File: src/rtl/super_writeback_if.sv
// -----------------------------------------------------------------------------
// super_writeback_if
//   Bundle between the memory stage and the write-back stage, plus the
//   write-back results returned to the decoder register files and fetch.
//
//   Memory-stage side (driven by master, consumed by slave):
//     res_i, writeResultInt_i, writeResultV_i, intRegDest_i, vecRegDest_i,
//     enableJump_i, jumpAddress_i, flagEnd_i, flagNop_i
//   Write-back side (driven by slave):
//     int_we_o/int_dest_o/int_wd_o   integer register file write port
//     vec_we_o/vec_dest_o/vec_wd_o   vector register file write port
//     pc_sel_o/redirect_pc_o         PC redirect towards fetch
//     flush_o, halt_o                squash indicator, sticky halt
//     retired_cnt_o                  only when WB_RETIRE_CNT_EN is defined
// -----------------------------------------------------------------------------
interface super_writeback_if #(
  parameter int REGI_BITS = 4,
  parameter int VECT_BITS = 2,
  parameter int REGI_SIZE = 16,
  parameter int VECT_SIZE = 8,
  parameter int ELEM_SIZE = 8
);
  logic [ELEM_SIZE*VECT_SIZE-1:0] res_i;
  logic                           writeResultInt_i;
  logic                           writeResultV_i;
  logic [REGI_BITS-1:0]           intRegDest_i;
  logic [VECT_BITS-1:0]           vecRegDest_i;
  logic                           enableJump_i;
  logic [9:0]                     jumpAddress_i;
  logic                           flagEnd_i;
  logic                           flagNop_i;

  logic                           int_we_o;
  logic [REGI_BITS-1:0]           int_dest_o;
  logic [REGI_SIZE-1:0]           int_wd_o;
  logic                           vec_we_o;
  logic [VECT_BITS-1:0]           vec_dest_o;
  logic [ELEM_SIZE*VECT_SIZE-1:0] vec_wd_o;
  logic                           pc_sel_o;
  logic [REGI_SIZE-1:0]           redirect_pc_o;
  logic                           flush_o;
  logic                           halt_o;
`ifdef WB_RETIRE_CNT_EN
  logic [REGI_SIZE-1:0]           retired_cnt_o;
`endif

  modport master (
`ifdef WB_RETIRE_CNT_EN
    input  retired_cnt_o,
`endif
    output res_i, writeResultInt_i, writeResultV_i, intRegDest_i, vecRegDest_i,
           enableJump_i, jumpAddress_i, flagEnd_i, flagNop_i,
    input  int_we_o, int_dest_o, int_wd_o, vec_we_o, vec_dest_o, vec_wd_o,
           pc_sel_o, redirect_pc_o, flush_o, halt_o
  );

  modport slave (
`ifdef WB_RETIRE_CNT_EN
    output retired_cnt_o,
`endif
    input  res_i, writeResultInt_i, writeResultV_i, intRegDest_i, vecRegDest_i,
           enableJump_i, jumpAddress_i, flagEnd_i, flagNop_i,
    output int_we_o, int_dest_o, int_wd_o, vec_we_o, vec_dest_o, vec_wd_o,
           pc_sel_o, redirect_pc_o, flush_o, halt_o
  );
endinterface

File: src/rtl/super_writeback.sv
// -----------------------------------------------------------------------------
// super_writeback
//   Write-back stage of the vector pipeline. Turns memory-stage results into
//   register-file write ports, redirects fetch on taken jumps, squashes the
//   FLUSH_DEPTH younger wrong-path instructions behind a jump and latches the
//   END instruction into a sticky halt. All outputs are registered.
//
//   Ports:
//     clk_i   clock, rising edge
//     rst_i   asynchronous, active-low reset
//     wb      super_writeback_if.slave (memory-stage inputs, write-back outputs)
//
//   Optional feature (macro WB_RETIRE_CNT_EN): wb.retired_cnt_o counts live
//   (retired) instructions, wraps at 2**REGI_SIZE and freezes in HALT.
// -----------------------------------------------------------------------------
module super_writeback #(
  parameter int REGI_BITS   = 4,
  parameter int VECT_BITS   = 2,
  parameter int REGI_SIZE   = 16,
  parameter int VECT_SIZE   = 8,
  parameter int ELEM_SIZE   = 8,
  parameter int FLUSH_DEPTH = 3
) (
  input logic             clk_i,
  input logic             rst_i,
  super_writeback_if.slave wb
);

  localparam int CNT_W = (FLUSH_DEPTH > 1) ? $clog2(FLUSH_DEPTH + 1) : 1;

  typedef enum logic [1:0] {
    RUN   = 2'b00,
    FLUSH = 2'b01,
    HALT  = 2'b10
  } wbState_e;

  wbState_e         stateQ, stateD;
  logic [CNT_W-1:0] flushCntQ, flushCntD;
  logic             isLive;
  logic             intWeD, vecWeD, pcSelD;

  // Next-state and next-output decode.
  always_comb begin
    // NOTE: every signal gets a default before the case so no path leaves it
    // unassigned; otherwise synthesis infers a latch.
    stateD    = stateQ;
    flushCntD = flushCntQ;
    isLive    = 1'b0;
    intWeD    = 1'b0;
    vecWeD    = 1'b0;
    pcSelD    = 1'b0;
    case (stateQ)
      RUN: begin
        isLive = !wb.flagNop_i && !wb.flagEnd_i;
        intWeD = isLive && wb.writeResultInt_i;
        vecWeD = isLive && wb.writeResultV_i;
        // END takes priority over a jump in the same instruction.
        if (wb.flagEnd_i) begin
          stateD = HALT;
        end else if (wb.enableJump_i) begin
          pcSelD = 1'b1;
          if (FLUSH_DEPTH > 0) begin
            stateD    = FLUSH;
            flushCntD = CNT_W'(FLUSH_DEPTH);
          end
        end
      end
      FLUSH: begin
        // Each input cycle here is a wrong-path instruction; the last one
        // (counter at 1) hands control back to RUN.
        if (flushCntQ <= CNT_W'(1)) begin
          stateD = RUN;
        end else begin
          flushCntD = flushCntQ - CNT_W'(1);
        end
      end
      HALT:    stateD = HALT;
      default: stateD = RUN;
    endcase
  end

  // NOTE: sequential state uses non-blocking assignments so every flop samples
  // the pre-edge values regardless of statement order.
  always_ff @(posedge clk_i or negedge rst_i) begin
    if (!rst_i) begin
      stateQ           <= RUN;
      flushCntQ        <= '0;
      wb.int_we_o      <= 1'b0;
      wb.int_dest_o    <= '0;
      wb.int_wd_o      <= '0;
      wb.vec_we_o      <= 1'b0;
      wb.vec_dest_o    <= '0;
      wb.vec_wd_o      <= '0;
      wb.pc_sel_o      <= 1'b0;
      wb.redirect_pc_o <= '0;
    end else begin
      stateQ        <= stateD;
      flushCntQ     <= flushCntD;
      wb.int_we_o   <= intWeD;
      wb.int_dest_o <= wb.intRegDest_i;
      wb.int_wd_o   <= wb.res_i[REGI_SIZE-1:0];
      wb.vec_we_o   <= vecWeD;
      wb.vec_dest_o <= wb.vecRegDest_i;
      wb.vec_wd_o   <= wb.res_i;
      wb.pc_sel_o   <= pcSelD;
      // The redirect target is held between jumps so fetch can re-read it.
      if (pcSelD) begin
        wb.redirect_pc_o <= {{(REGI_SIZE-10){1'b0}}, wb.jumpAddress_i};
      end
    end
  end

  // Decoded straight from the state flops, so both clear with the async reset.
  assign wb.flush_o = (stateQ == FLUSH);
  assign wb.halt_o  = (stateQ == HALT);

`ifdef WB_RETIRE_CNT_EN
  // isLive is only ever set in RUN, which also freezes the count in HALT.
  always_ff @(posedge clk_i or negedge rst_i) begin
    if (!rst_i) begin
      wb.retired_cnt_o <= '0;
    end else if (isLive) begin
      wb.retired_cnt_o <= wb.retired_cnt_o + REGI_SIZE'(1);
    end
  end
`endif

endmodule

File: src/flat_wrapper.sv
// flat-port wrapper written by rule: the top's interface ports become plain ports
module super_writeback_flat 
#(
  parameter int REGI_BITS   = 4,
  parameter int VECT_BITS   = 2,
  parameter int REGI_SIZE   = 16,
  parameter int VECT_SIZE   = 8,
  parameter int ELEM_SIZE   = 8,
  parameter int FLUSH_DEPTH = 3
)
  (clk_i, rst_i, wb_res_i, wb_writeResultInt_i, wb_writeResultV_i, wb_intRegDest_i, wb_vecRegDest_i, wb_enableJump_i, wb_jumpAddress_i, wb_flagEnd_i, wb_flagNop_i, wb_int_we_o, wb_int_dest_o, wb_int_wd_o, wb_vec_we_o, wb_vec_dest_o, wb_vec_wd_o, wb_pc_sel_o, wb_redirect_pc_o, wb_flush_o, wb_halt_o);
  super_writeback_if #(.REGI_BITS(REGI_BITS), .VECT_BITS(VECT_BITS), .REGI_SIZE(REGI_SIZE), .VECT_SIZE(VECT_SIZE), .ELEM_SIZE(ELEM_SIZE)) wb_i ();
  input logic clk_i;
  input logic rst_i;
  input wire logic [$bits(wb_i.res_i)-1:0] wb_res_i;
  input wire logic [$bits(wb_i.writeResultInt_i)-1:0] wb_writeResultInt_i;
  input wire logic [$bits(wb_i.writeResultV_i)-1:0] wb_writeResultV_i;
  input wire logic [$bits(wb_i.intRegDest_i)-1:0] wb_intRegDest_i;
  input wire logic [$bits(wb_i.vecRegDest_i)-1:0] wb_vecRegDest_i;
  input wire logic [$bits(wb_i.enableJump_i)-1:0] wb_enableJump_i;
  input wire logic [$bits(wb_i.jumpAddress_i)-1:0] wb_jumpAddress_i;
  input wire logic [$bits(wb_i.flagEnd_i)-1:0] wb_flagEnd_i;
  input wire logic [$bits(wb_i.flagNop_i)-1:0] wb_flagNop_i;
  output wire logic [$bits(wb_i.int_we_o)-1:0] wb_int_we_o;
  output wire logic [$bits(wb_i.int_dest_o)-1:0] wb_int_dest_o;
  output wire logic [$bits(wb_i.int_wd_o)-1:0] wb_int_wd_o;
  output wire logic [$bits(wb_i.vec_we_o)-1:0] wb_vec_we_o;
  output wire logic [$bits(wb_i.vec_dest_o)-1:0] wb_vec_dest_o;
  output wire logic [$bits(wb_i.vec_wd_o)-1:0] wb_vec_wd_o;
  output wire logic [$bits(wb_i.pc_sel_o)-1:0] wb_pc_sel_o;
  output wire logic [$bits(wb_i.redirect_pc_o)-1:0] wb_redirect_pc_o;
  output wire logic [$bits(wb_i.flush_o)-1:0] wb_flush_o;
  output wire logic [$bits(wb_i.halt_o)-1:0] wb_halt_o;
  assign wb_i.res_i = wb_res_i;
  assign wb_i.writeResultInt_i = wb_writeResultInt_i;
  assign wb_i.writeResultV_i = wb_writeResultV_i;
  assign wb_i.intRegDest_i = wb_intRegDest_i;
  assign wb_i.vecRegDest_i = wb_vecRegDest_i;
  assign wb_i.enableJump_i = wb_enableJump_i;
  assign wb_i.jumpAddress_i = wb_jumpAddress_i;
  assign wb_i.flagEnd_i = wb_flagEnd_i;
  assign wb_i.flagNop_i = wb_flagNop_i;
  assign wb_int_we_o = wb_i.int_we_o;
  assign wb_int_dest_o = wb_i.int_dest_o;
  assign wb_int_wd_o = wb_i.int_wd_o;
  assign wb_vec_we_o = wb_i.vec_we_o;
  assign wb_vec_dest_o = wb_i.vec_dest_o;
  assign wb_vec_wd_o = wb_i.vec_wd_o;
  assign wb_pc_sel_o = wb_i.pc_sel_o;
  assign wb_redirect_pc_o = wb_i.redirect_pc_o;
  assign wb_flush_o = wb_i.flush_o;
  assign wb_halt_o = wb_i.halt_o;
  super_writeback #(.REGI_BITS(REGI_BITS), .VECT_BITS(VECT_BITS), .REGI_SIZE(REGI_SIZE), .VECT_SIZE(VECT_SIZE), .ELEM_SIZE(ELEM_SIZE), .FLUSH_DEPTH(FLUSH_DEPTH)) u_core (.clk_i(clk_i), .rst_i(rst_i), .wb(wb_i));
endmodule
File: config.mk
export PLATFORM = sky130hd
export DESIGN_NAME = super_writeback_flat
export DESIGN_NICKNAME = d
export VERILOG_FILES = /design/src/rtl/super_writeback_if.sv /design/src/rtl/super_writeback.sv /design/src/flat_wrapper.sv
export SDC_FILE = /design/constraint.sdc
export NUM_CORES = 1
export LEC_CHECK = 0
export ABC_AREA = 1
export BUFFER_PORTS_ARGS = -buffer_cell sky130_fd_sc_hd__buf_2
export CAP_MARGIN = 5
export CELL_PAD_IN_SITES_DETAIL_PLACEMENT = 1
export CELL_PAD_IN_SITES_GLOBAL_PLACEMENT = 1
export CORE_MARGIN = 5
export CORE_UTILIZATION = 31
export DETAILED_ROUTE_END_ITERATION = 12
export GPL_TIMING_DRIVEN = 1
export PLACE_DENSITY_LB_ADDON = 0.1
export REMOVE_ABC_BUFFERS = 1
export SYNTH_ARGS = -nofsm -noshare
export SYNTH_HDL_FRONTEND = slang
export SYNTH_SLANG_ARGS = --single-unit
File: constraint.sdc
create_clock -name clk_i -period 3.1 [get_ports clk_i]
set_input_delay 0.31 -clock clk_i [delete_from_list [all_inputs] [get_ports clk_i]]
set_output_delay 0.31 -clock clk_i [all_outputs]
set_load 0.1 [all_outputs]
# Yosys cells after proc, flatten, opt, wreduce, memory -nomap -nowiden
# Index checks and enable logic that the tools add are counted.
[classes]
n_eq_ne = 7
magnitude_cmp = 1
bitwise_logic = 0
multipliers = 0
n_div = 0
n_reduce_logical = 9
shifts = 0
n_mux = 13
n_addsub = 1
[ops]
columns = ["cell", "n"]
rows = [
  ["$mux 2", 6],
  ["$ne 2x2->1 const B", 3],
  ["$pmux 2 s3", 1],
  ["$mux 1", 5],
  ["$pmux 2 s2", 1],
  ["$reduce_and 4->1", 1],
  ["$logic_and 1x1->1", 3],
  ["$ne 3x3->1 const B", 1],
  ["$eq 2x1->1 const B", 1],
  ["$eq 2x2->1 const B", 1],
  ["$le 2x1->1 const B", 1],
  ["$logic_not 1->1", 2],
  ["$logic_not 2->1", 1],
  ["$ne 2x1->1 const B", 1],
  ["$reduce_and 2->1", 1],
  ["$reduce_bool 2->1", 1],
  ["$sub 2x1->2 const B", 1],
]
[totals]
romBits = 0
inputBits = 87
latch_bits = 0
elab_cells = 41
mem_bits_rw = 0
ff_bits = 103
n_memories = 0

# Longest topological paths before layout
# Gate-level depths: netlist of the first run.
[depth]
ltp_word = 4
depth_mapped = 7
depth_no_buf = 7

# Least setup slack after synthesis of the first run
# OpenSTA, ideal clock, no wires.
[synth_path]
path_type = "reg-to-output"
from = "register u_core.stateQ[1]"
to = "output wb_halt_o"
slack_ns = 1.101
stages_incl_launch_ff = 3
arrival_time_ns = 1.689
t_required_ns = 2.790
cell_sequence = "dfrtp_1 -> inv_1 -> nor2_1"
[synth_between]
elab_chain_cells = 1
[synth_rtl]
columns = ["item", "line_no", "source"]
rows = [
  ["start: declaration", "super_writeback.sv:37", "wbState_e stateQ, stateD;"],
  ["start signal: assignment", "super_writeback.sv:97", "stateQ <= stateD;"],
  ["$eq 2x2->1", "super_writeback.sv:115", "assign wb.halt_o = (stateQ == HALT);"],
  ["end: declaration", "flat_wrapper.sv:33", "output wire logic [$bits(wb_i.halt_o)-1:0] wb_halt_o;"],
]
# No other way between the ends.

# Worst setup path in the final report of the first run
[layout_path]
from = "register u_core.stateQ[0]"
to = "output wb_flush_o"
[layout_between]
elab_chain_cells = 1
[layout_rtl]
columns = ["item", "line_no", "source"]
rows = [
  ["$eq 2x1->1", "super_writeback.sv:114", "assign wb.flush_o = (stateQ == FLUSH);"],
  ["end: declaration", "flat_wrapper.sv:32", "output wire logic [$bits(wb_i.flush_o)-1:0] wb_flush_o;"],
]
# No other way between the ends.

==> impl_metrics.xml, run 1 <==
<?xml version="1.0" encoding="UTF-8"?>
<metrics>
  <group name="status">
    <metric name="run_status" unit="">finished clean</metric>
  </group>
  <group name="clock_tree">
    <metric name="cts.sinks" unit="">87</metric>
    <metric name="clock-root-buffer" unit="">sky130_fd_sc_hd__clkbuf_8</metric>
    <metric name="cts_max_path_buffers" unit="">2</metric>
    <metric name="tritoncts" unit="">yes</metric>
    <metric name="worst_setup_hold_path_clk_slew" unit="ns">0.09</metric>
    <metric name="post_cts.resized_instances" unit="">0</metric>
    <metric name="cts-htree-levels" unit="">3</metric>
    <metric name="cts_bufs_inserted" unit="">9</metric>
    <metric name="clock_insertion_delay_worst_skew" unit="ns">0.34</metric>
  </group>
  <group name="global_route">
    <metric name="antenna_found_initial" unit="">1</metric>
    <metric name="grt_start_max_net_pins" unit="">44</metric>
    <metric name="grt_first_pass_wirelength" unit="um">11200</metric>
    <metric name="vias_in_the_first_global_route" unit="">2164</metric>
    <metric name="overall_fraction_of_global_route_tracks_in_use" unit="">0.147</metric>
    <metric name="overflow" unit="">0</metric>
  </group>
  <group name="cells_and_area">
    <metric name="most_frequent_standard_cell_in_the_layout_excluding_fill_and_tap_cells" unit="">sky130_fd_sc_hd__buf_2</metric>
    <metric name="fill_cells" unit="">950</metric>
    <metric name="top_library_cells_by_usage_in_the_layout_fill_and_taps_aside" unit="">sky130_fd_sc_hd__buf_2 (186), sky130_fd_sc_hd__dfrtp_1 (87), sky130_fd_sc_hd__nand2_1 (38)</metric>
    <metric name="post-route-util" unit="">0.454</metric>
    <metric name="share_of_post_route_cells_with_drive_strength_above_1" unit="">0.589</metric>
    <metric name="n_antenna_cell" unit="">0</metric>
    <metric name="synthToLayoutAreaGrowth" unit="%">42.6</metric>
    <metric name="design.final.nets" unit="">442</metric>
  </group>
  <group name="placement">
    <metric name="dp_slack" unit="ns">1.70</metric>
    <metric name="place.port_buffers" unit="">187</metric>
    <metric name="routability_congestion_estimate_from_global_placement" unit="">0.721</metric>
    <metric name="dp.final_hpwl" unit="um">5990</metric>
  </group>
  <group name="worst_setup_path">
    <metric name="crit_fanout" unit="">4</metric>
    <metric name="cpPeakStageDelay" unit="ns">0.46</metric>
    <metric name="regToRegEndpoint" unit="">u_core.wb.redirect_pc_o[5]</metric>
    <metric name="timing_worst_setup_path_type" unit="">reg2out</metric>
    <metric name="worst-path-buf-inv" unit="">2</metric>
    <metric name="regToRegStartpoint" unit="">u_core.stateQ[0]</metric>
    <metric name="worst_path_dominant_cell_family" unit="">buffers and inverters</metric>
    <metric name="critical_path_required" unit="ns">2.79</metric>
    <metric name="crit_path_start_kind" unit="">flip-flop</metric>
    <metric name="worst-r2r-cell-count" unit="">5</metric>
    <metric name="worst_setup_path_end_kind" unit="">output pin</metric>
    <metric name="crit_path_cell_trace" unit="">inv_1 -&gt; nor2_2 -&gt; buf_2</metric>
    <metric name="cpMaxStageDelayCell" unit="">sky130_fd_sc_hd__buf_2</metric>
    <metric name="setup.reg_to_reg.worst_slack" unit="ns">1.83</metric>
    <metric name="timing.critical_path.arrival" unit="ns">1.45</metric>
  </group>
  <group name="floorplan">
    <metric name="fp.coreArea" unit="um2">8220</metric>
    <metric name="die_width" unit="um">102</metric>
    <metric name="dieHeight" unit="um">102</metric>
    <metric name="die_area" unit="um2">10400</metric>
    <metric name="core.rowCount" unit="">33</metric>
    <metric name="pin_count" unit="">194</metric>
    <metric name="start_util" unit="">0.318</metric>
  </group>
  <group name="synthesis">
    <metric name="number_of_synthesized_register_bits" unit="">87</metric>
    <metric name="ys_types" unit="">13</metric>
    <metric name="yosys_warnings" unit="">0</metric>
    <metric name="syn_inst" unit="">172</metric>
    <metric name="synth.yosys.seq_area_share" unit="">0.832</metric>
    <metric name="postSynthAreaPerCell" unit="um2">15.2</metric>
    <metric name="synth.cell_area" unit="um2">2620</metric>
  </group>
  <group name="drt">
    <metric name="route.final.wire_length" unit="um">7360</metric>
    <metric name="detailedRoute.firstPassIterationCount" unit="">3</metric>
    <metric name="route.detailed.drc" unit="">0</metric>
    <metric name="drt-initial-drc-count" unit="">32</metric>
    <metric name="drt-vias-per-instance" unit="">4.05</metric>
    <metric name="vias" unit="">1876</metric>
    <metric name="antenna_left" unit="">0</metric>
    <metric name="route.detailed.wl_per_inst" unit="um">15.9</metric>
  </group>
  <group name="power">
    <metric name="fin_total_pwr" unit="mW">2.93</metric>
    <metric name="p_seq_frac" unit="">0.428</metric>
    <metric name="power.leakage" unit="nW">2.08</metric>
    <metric name="pwr-share-comb" unit="">0.315</metric>
    <metric name="power.net_switching" unit="mW">1.22</metric>
    <metric name="p_sw_frac" unit="">0.417</metric>
    <metric name="vdd_drop_max" unit="mV">0.310</metric>
    <metric name="power.clock.fraction" unit="">0.257</metric>
    <metric name="power_report.internal_total" unit="mW">1.71</metric>
    <metric name="power-per-cell-area" unit="nW/um2">786</metric>
  </group>
  <group name="sta">
    <metric name="rsz_0062_raised_after_global_routing" unit="">false</metric>
    <metric name="maxSlewHeadroom" unit="">0.644</metric>
    <metric name="fin_setup_tns" unit="ns">0</metric>
    <metric name="hold_violations" unit="">0</metric>
    <metric name="worst_hold_slack" unit="ns">0.0618</metric>
    <metric name="skew" unit="ns">0.00456</metric>
    <metric name="timing_limited_maximum_frequency" unit="MHz">568</metric>
    <metric name="worst_slew_pin_slew" unit="ns">0.534</metric>
    <metric name="period_minus_slack" unit="ns">1.76</metric>
    <metric name="final_critical_path_setup_slack" unit="ns">1.34</metric>
    <metric name="min_period_over_period" unit="">0.568</metric>
    <metric name="report.final.setup_viol" unit="">0</metric>
    <metric name="timing_max_transition_violations_final" unit="">0</metric>
  </group>
  <group name="worst_hold_path">
    <metric name="hold_path.class" unit="">in2reg</metric>
    <metric name="timing.hold.worst.start" unit="">wb_res_i[24]</metric>
    <metric name="min_path_cells" unit="">1</metric>
    <metric name="worst_hold_path.endpoint" unit="">u_core.wb.vec_wd_o[24]</metric>
  </group>
  <group name="job">
    <metric name="max-cap-violations" unit="">0</metric>
  </group>
</metrics>
[cell families after synthesis]
kind of cell,synth area share
other,0.00143
flip-flops,0.832
AND/OR/NAND/NOR,0.0827
buffers and inverters,0.0789
adder cells (fa/ha/maj),0.00478
[routing by layer]
layer  global-route usage  vias up  share of wire  wire [um]
li1                     -      852              -          -
met1                0.148      899           0.33       2400
met2                0.253      112           0.52       3800
met3               0.0860       11           0.13        987
met4               0.0575        2          0.022        164
met5                    0        -         0.0018         13
[Yosys cell counts]
cell                      instances  share of area
sky130_fd_sc_hd__dfrtp_1         87           0.83
sky130_fd_sc_hd__nand2_1         38          0.055
sky130_fd_sc_hd__nor2_1           7          0.010
sky130_fd_sc_hd__buf_4           23          0.066
sky130_fd_sc_hd__nor2_2           2         0.0048
sky130_fd_sc_hd__conb_1           1         0.0014
sky130_fd_sc_hd__buf_6            1         0.0043
sky130_fd_sc_hd__nand3_1          2         0.0038
sky130_fd_sc_hd__nand2_2          3         0.0072
sky130_fd_sc_hd__or2_2            1         0.0024
sky130_fd_sc_hd__ha_1             1         0.0048
sky130_fd_sc_hd__inv_2            1         0.0014
sky130_fd_sc_hd__inv_1            5         0.0072
[sequential cells by signal, summed over array words and instances, names as in the netlist]
signal,count
u_core.wb.vec_wd_o,58
u_core.wb.redirect_pc_o,10
u_core.wb.int_wd_o,6
u_core.wb.int_dest_o,4
u_core.flushCntQ,2
u_core.stateQ,2
u_core.wb.vec_dest_o,2
u_core.wb.int_we_o,1
u_core.wb.pc_sel_o,1
u_core.wb.vec_we_o,1
[worst max path at each step]
| stage | depth (start not counted) | startpoint | end | slack, ns |
|---|---|---|---|---|
| floorplan | 2 | u_core.stateQ[1] | wb_halt_o | 1.10 |
| global placement | 3 | u_core.stateQ[0] | wb_flush_o | 1.73 |
| detailed placement | 3 | u_core.stateQ[0] | wb_flush_o | 1.70 |
| CTS | 3 | u_core.stateQ[0] | wb_flush_o | 1.30 |
| global route | 2 | u_core.stateQ[1] | wb_flush_o | 1.27 |
| finish | 3 | u_core.stateQ[0] | wb_flush_o | 1.34 |
[through the flow]
step	instances	area (um2)
floorplan	153	2450
detailed placement	447	3540
global route	463	3730
global placement	447	3540
finish	463	3730
CTS	463	3730
[final cells by class]
type	instances	area [um2]	share of cell area
clock buffer	9	124	0.0332
clock inverter	6	61.3	0.0164
inverter	6	22.5	0.00604
multi-input combinational	60	251	0.0674
sequential	87	2180	0.584
tap	105	131	0.0352
timing repair buffer	190	963	0.258
[what timing repair did]
action                    CTS  global route
hold buffers                1             0
hold endpoints to repair   41             0
setup buffers               0             0
[power groups by stage]
stage	Combinational (mW)	Sequential, mW	Clock [mW]
6_report	0.922	1.25	0.754
3_5_place_dp	0.930	1.28	0
5_1_grt	0.957	1.27	0.846
3_3_place_gp	0.925	1.27	0
4_1_cts	0.932	1.26	0.794
2_1_floorplan	0.0789	1.92	0
Power figures use the tool's default switching activity.
==> inputs of run 2 (changes only) <==
--- a/config.mk
+++ b/config.mk
@@ -11,7 +11,7 @@
 export CELL_PAD_IN_SITES_DETAIL_PLACEMENT = 1
 export CELL_PAD_IN_SITES_GLOBAL_PLACEMENT = 1
 export CORE_MARGIN = 5
-export CORE_UTILIZATION = 31
+export CORE_UTILIZATION = 26
 export DETAILED_ROUTE_END_ITERATION = 12
 export GPL_TIMING_DRIVEN = 1
 export PLACE_DENSITY_LB_ADDON = 0.1
==> constraint.sdc (replaced) <==
create_clock -name clk_i -period 1.43 [get_ports clk_i]
set_input_delay 0.143 -clock clk_i [delete_from_list [all_inputs] [get_ports clk_i]]
set_output_delay 0.143 -clock clk_i [all_outputs]
set_load 0.1 [all_outputs]
==> impl_metrics.xml, run 2 (same netlist as run 1, synthesis figures left out) <==
<?xml version="1.0" encoding="UTF-8"?>
<metrics>
  <group name="clock_tree">
    <metric name="tritoncts" unit="">yes</metric>
    <metric name="cts-htree-levels" unit="">3</metric>
    <metric name="cts_bufs_inserted" unit="">9</metric>
    <metric name="cts_max_path_buffers" unit="">2</metric>
    <metric name="cts_setup_buffers" unit="">0</metric>
    <metric name="cts.sinks" unit="">87</metric>
    <metric name="worst_setup_hold_path_clk_slew" unit="ns">0.08</metric>
    <metric name="clock-root-buffer" unit="">sky130_fd_sc_hd__clkbuf_8</metric>
    <metric name="clock_insertion_delay_worst_skew" unit="ns">0.34</metric>
  </group>
  <group name="sta">
    <metric name="period_minus_slack" unit="ns">1.33</metric>
    <metric name="min_period_over_period" unit="">0.931</metric>
    <metric name="timing_limited_maximum_frequency" unit="MHz">751</metric>
    <metric name="final_critical_path_setup_slack" unit="ns">0.0988</metric>
    <metric name="timing_max_transition_violations_final" unit="">0</metric>
    <metric name="maxSlewHeadroom" unit="">0.652</metric>
    <metric name="rsz_0062_raised_after_global_routing" unit="">false</metric>
    <metric name="skew" unit="ns">0.00230</metric>
    <metric name="worst_slew_pin_slew" unit="ns">0.526</metric>
    <metric name="hold_violations" unit="">0</metric>
    <metric name="report.final.setup_viol" unit="">0</metric>
  </group>
  <group name="floorplan">
    <metric name="die_width" unit="um">110</metric>
    <metric name="start_util" unit="">0.268</metric>
    <metric name="core.rowCount" unit="">36</metric>
    <metric name="fp.coreArea" unit="um2">9770</metric>
    <metric name="die_area" unit="um2">12200</metric>
    <metric name="dieHeight" unit="um">110</metric>
    <metric name="pin_count" unit="">194</metric>
  </group>
  <group name="global_route">
    <metric name="antenna_found_initial" unit="">0</metric>
    <metric name="grt_start_max_net_pins" unit="">51</metric>
    <metric name="overflow" unit="">0</metric>
    <metric name="grt_first_pass_wirelength" unit="um">13900</metric>
    <metric name="vias_in_the_first_global_route" unit="">2570</metric>
    <metric name="overall_fraction_of_global_route_tracks_in_use" unit="">0.158</metric>
  </group>
  <group name="cells_and_area">
    <metric name="n_antenna_cell" unit="">0</metric>
    <metric name="share_of_post_route_cells_with_drive_strength_above_1" unit="">0.482</metric>
    <metric name="top_library_cells_by_usage_in_the_layout_fill_and_taps_aside" unit="">sky130_fd_sc_hd__buf_2 (184), sky130_fd_sc_hd__dfrtp_1 (86), sky130_fd_sc_hd__dlygate4sd3_1 (82)</metric>
    <metric name="top_register" unit="">u_core.wb.vec_wd_o</metric>
    <metric name="top_regs" unit="">u_core.wb.vec_wd_o (58), u_core.wb.redirect_pc_o (10), u_core.wb.int_wd_o (6)</metric>
    <metric name="post-route-cell-area" unit="um2">4650</metric>
    <metric name="largest_register_ff_count" unit="">58</metric>
    <metric name="design.final.nets" unit="">523</metric>
    <metric name="final_cells" unit="">571</metric>
    <metric name="synthToLayoutAreaGrowth" unit="%">77.7</metric>
    <metric name="most_frequent_standard_cell_in_the_layout_excluding_fill_and_tap_cells" unit="">sky130_fd_sc_hd__buf_2</metric>
  </group>
  <group name="power">
    <metric name="p_sw_frac" unit="">0.405</metric>
    <metric name="power.net_switching" unit="mW">2.69</metric>
    <metric name="vdd_drop_max" unit="mV">0.655</metric>
    <metric name="power.clock.fraction" unit="">0.258</metric>
    <metric name="power-per-cell-area" unit="nW/um2">1430</metric>
    <metric name="pwr-share-comb" unit="">0.331</metric>
    <metric name="power.leakage" unit="nW">2.44</metric>
    <metric name="power_report.internal_total" unit="mW">3.95</metric>
    <metric name="p_seq_frac" unit="">0.410</metric>
  </group>
  <group name="worst_setup_path">
    <metric name="crit_fanout" unit="">4</metric>
    <metric name="timing_worst_setup_path_type" unit="">reg2out</metric>
    <metric name="crit_path_start_kind" unit="">flip-flop</metric>
    <metric name="timing.critical_path.arrival" unit="ns">1.19</metric>
    <metric name="critical_path_required" unit="ns">1.29</metric>
    <metric name="worst_setup_path_end_kind" unit="">output pin</metric>
  </group>
  <group name="job">
    <metric name="max-cap-violations" unit="">0</metric>
  </group>
  <group name="worst_hold_path">
    <metric name="hold_path.class" unit="">in2reg</metric>
  </group>
  <group name="drt">
    <metric name="route.detailed.wl_per_inst" unit="um">16.0</metric>
    <metric name="vias" unit="">2199</metric>
    <metric name="antenna_left" unit="">0</metric>
    <metric name="detailedRoute.firstPassIterationCount" unit="">2</metric>
    <metric name="drt-vias-per-instance" unit="">3.85</metric>
    <metric name="drt-initial-drc-count" unit="">28</metric>
    <metric name="route.final.wire_length" unit="um">9120</metric>
    <metric name="route.detailed.drc" unit="">0</metric>
  </group>
  <group name="placement">
    <metric name="dp.final_hpwl" unit="um">6010</metric>
    <metric name="instance_count_after_placement_with_tap_cells_included" unit="">475</metric>
    <metric name="place.port_buffers" unit="">187</metric>
    <metric name="postPlaceCellArea" unit="um2">3630</metric>
    <metric name="routability_congestion_estimate_from_global_placement" unit="">0.690</metric>
    <metric name="dp_slack" unit="ns">0.199</metric>
  </group>
  <group name="status">
    <metric name="run_status" unit="">finished clean</metric>
  </group>
</metrics>
==> run 2: path summary, 6_finish.rpt <==
path,cells past startpoint,slack (ns),end,startpoint
setup / recovery,3,0.1,wb_halt_o,u_core.stateQ[1]
hold / removal,3,0.02,u_core.wb.vec_we_o,wb_writeResultV_i
setup reg to reg,5,0.21,u_core.wb.redirect_pc_o[1],u_core.stateQ[1]
hold reg to reg,2,0.48,u_core.wb.redirect_pc_o[4],u_core.wb.redirect_pc_o[4]
max in group asynchronous,3,0.86,u_core.wb.vec_wd_o[28],rst_i
min in group asynchronous,3,0.31,u_core.wb.redirect_pc_o[1],rst_i
==> run 2: power groups by stage <==
stage	Clock (mW)	Combinational, mW	Sequential, mW
4_1_cts	1.78	2.20	2.72
5_1_grt	1.90	2.29	2.75
3_5_place_dp	0	2.02	2.77
2_1_floorplan	0	0.171	4.17
6_report	1.71	2.20	2.72
3_3_place_gp	0	2.01	2.77
==> run 2: layout make-up <==
type	instances	area (um2)
clock inverters	3	43.8
well taps	133	166
clock buffers	11	151
repair buffers	271	1830
fillers	1093	5130
inverters	6	22.5
multi-input cells	60	256
flip-flops and latches	87	2180
==> run 2: critical path, cell delays in order (launching register included) <==
cell                      delay, ns
sky130_fd_sc_hd__dfrtp_2       0.41
sky130_fd_sc_hd__inv_1         0.05
sky130_fd_sc_hd__nor2_1        0.18
sky130_fd_sc_hd__buf_12        0.21
==> run 2: what timing repair did <==
item	in CTS	in global routing
endpoints found under the hold margin	168	0
resized for setup	1	1
pin swaps	0	0
endpoints found under the setup margin	1	1
hold buffers	82	0
==> run 2: through the flow <==
stage	hold slack [ns]	power (mW)	util	setup TNS [ns]
2_1_floorplan	-0.153	4.34	-	-7.24
3_3_place_gp	0.141	4.78	0.371	0
3_5_place_dp	0.140	4.79	0.371	0
4_1_cts	0.00215	6.71	0.475	0
5_1_grt	0.0147	6.94	0.476	0
6_report	0.0204	6.64	0.476	0
==> run 2: metal layers <==
| metal | vias to the layer above | wire length, um | global-route usage |
|---|---|---|---|
| li1 | 1012 | - | - |
| met1 | 1055 | 3390 | 0.170 |
| met2 | 116 | 4620 | 0.271 |
| met3 | 16 | 950 | 0.0711 |
| met4 | 0 | 165 | 0.0616 |
| met5 | - | 0 | 0 |
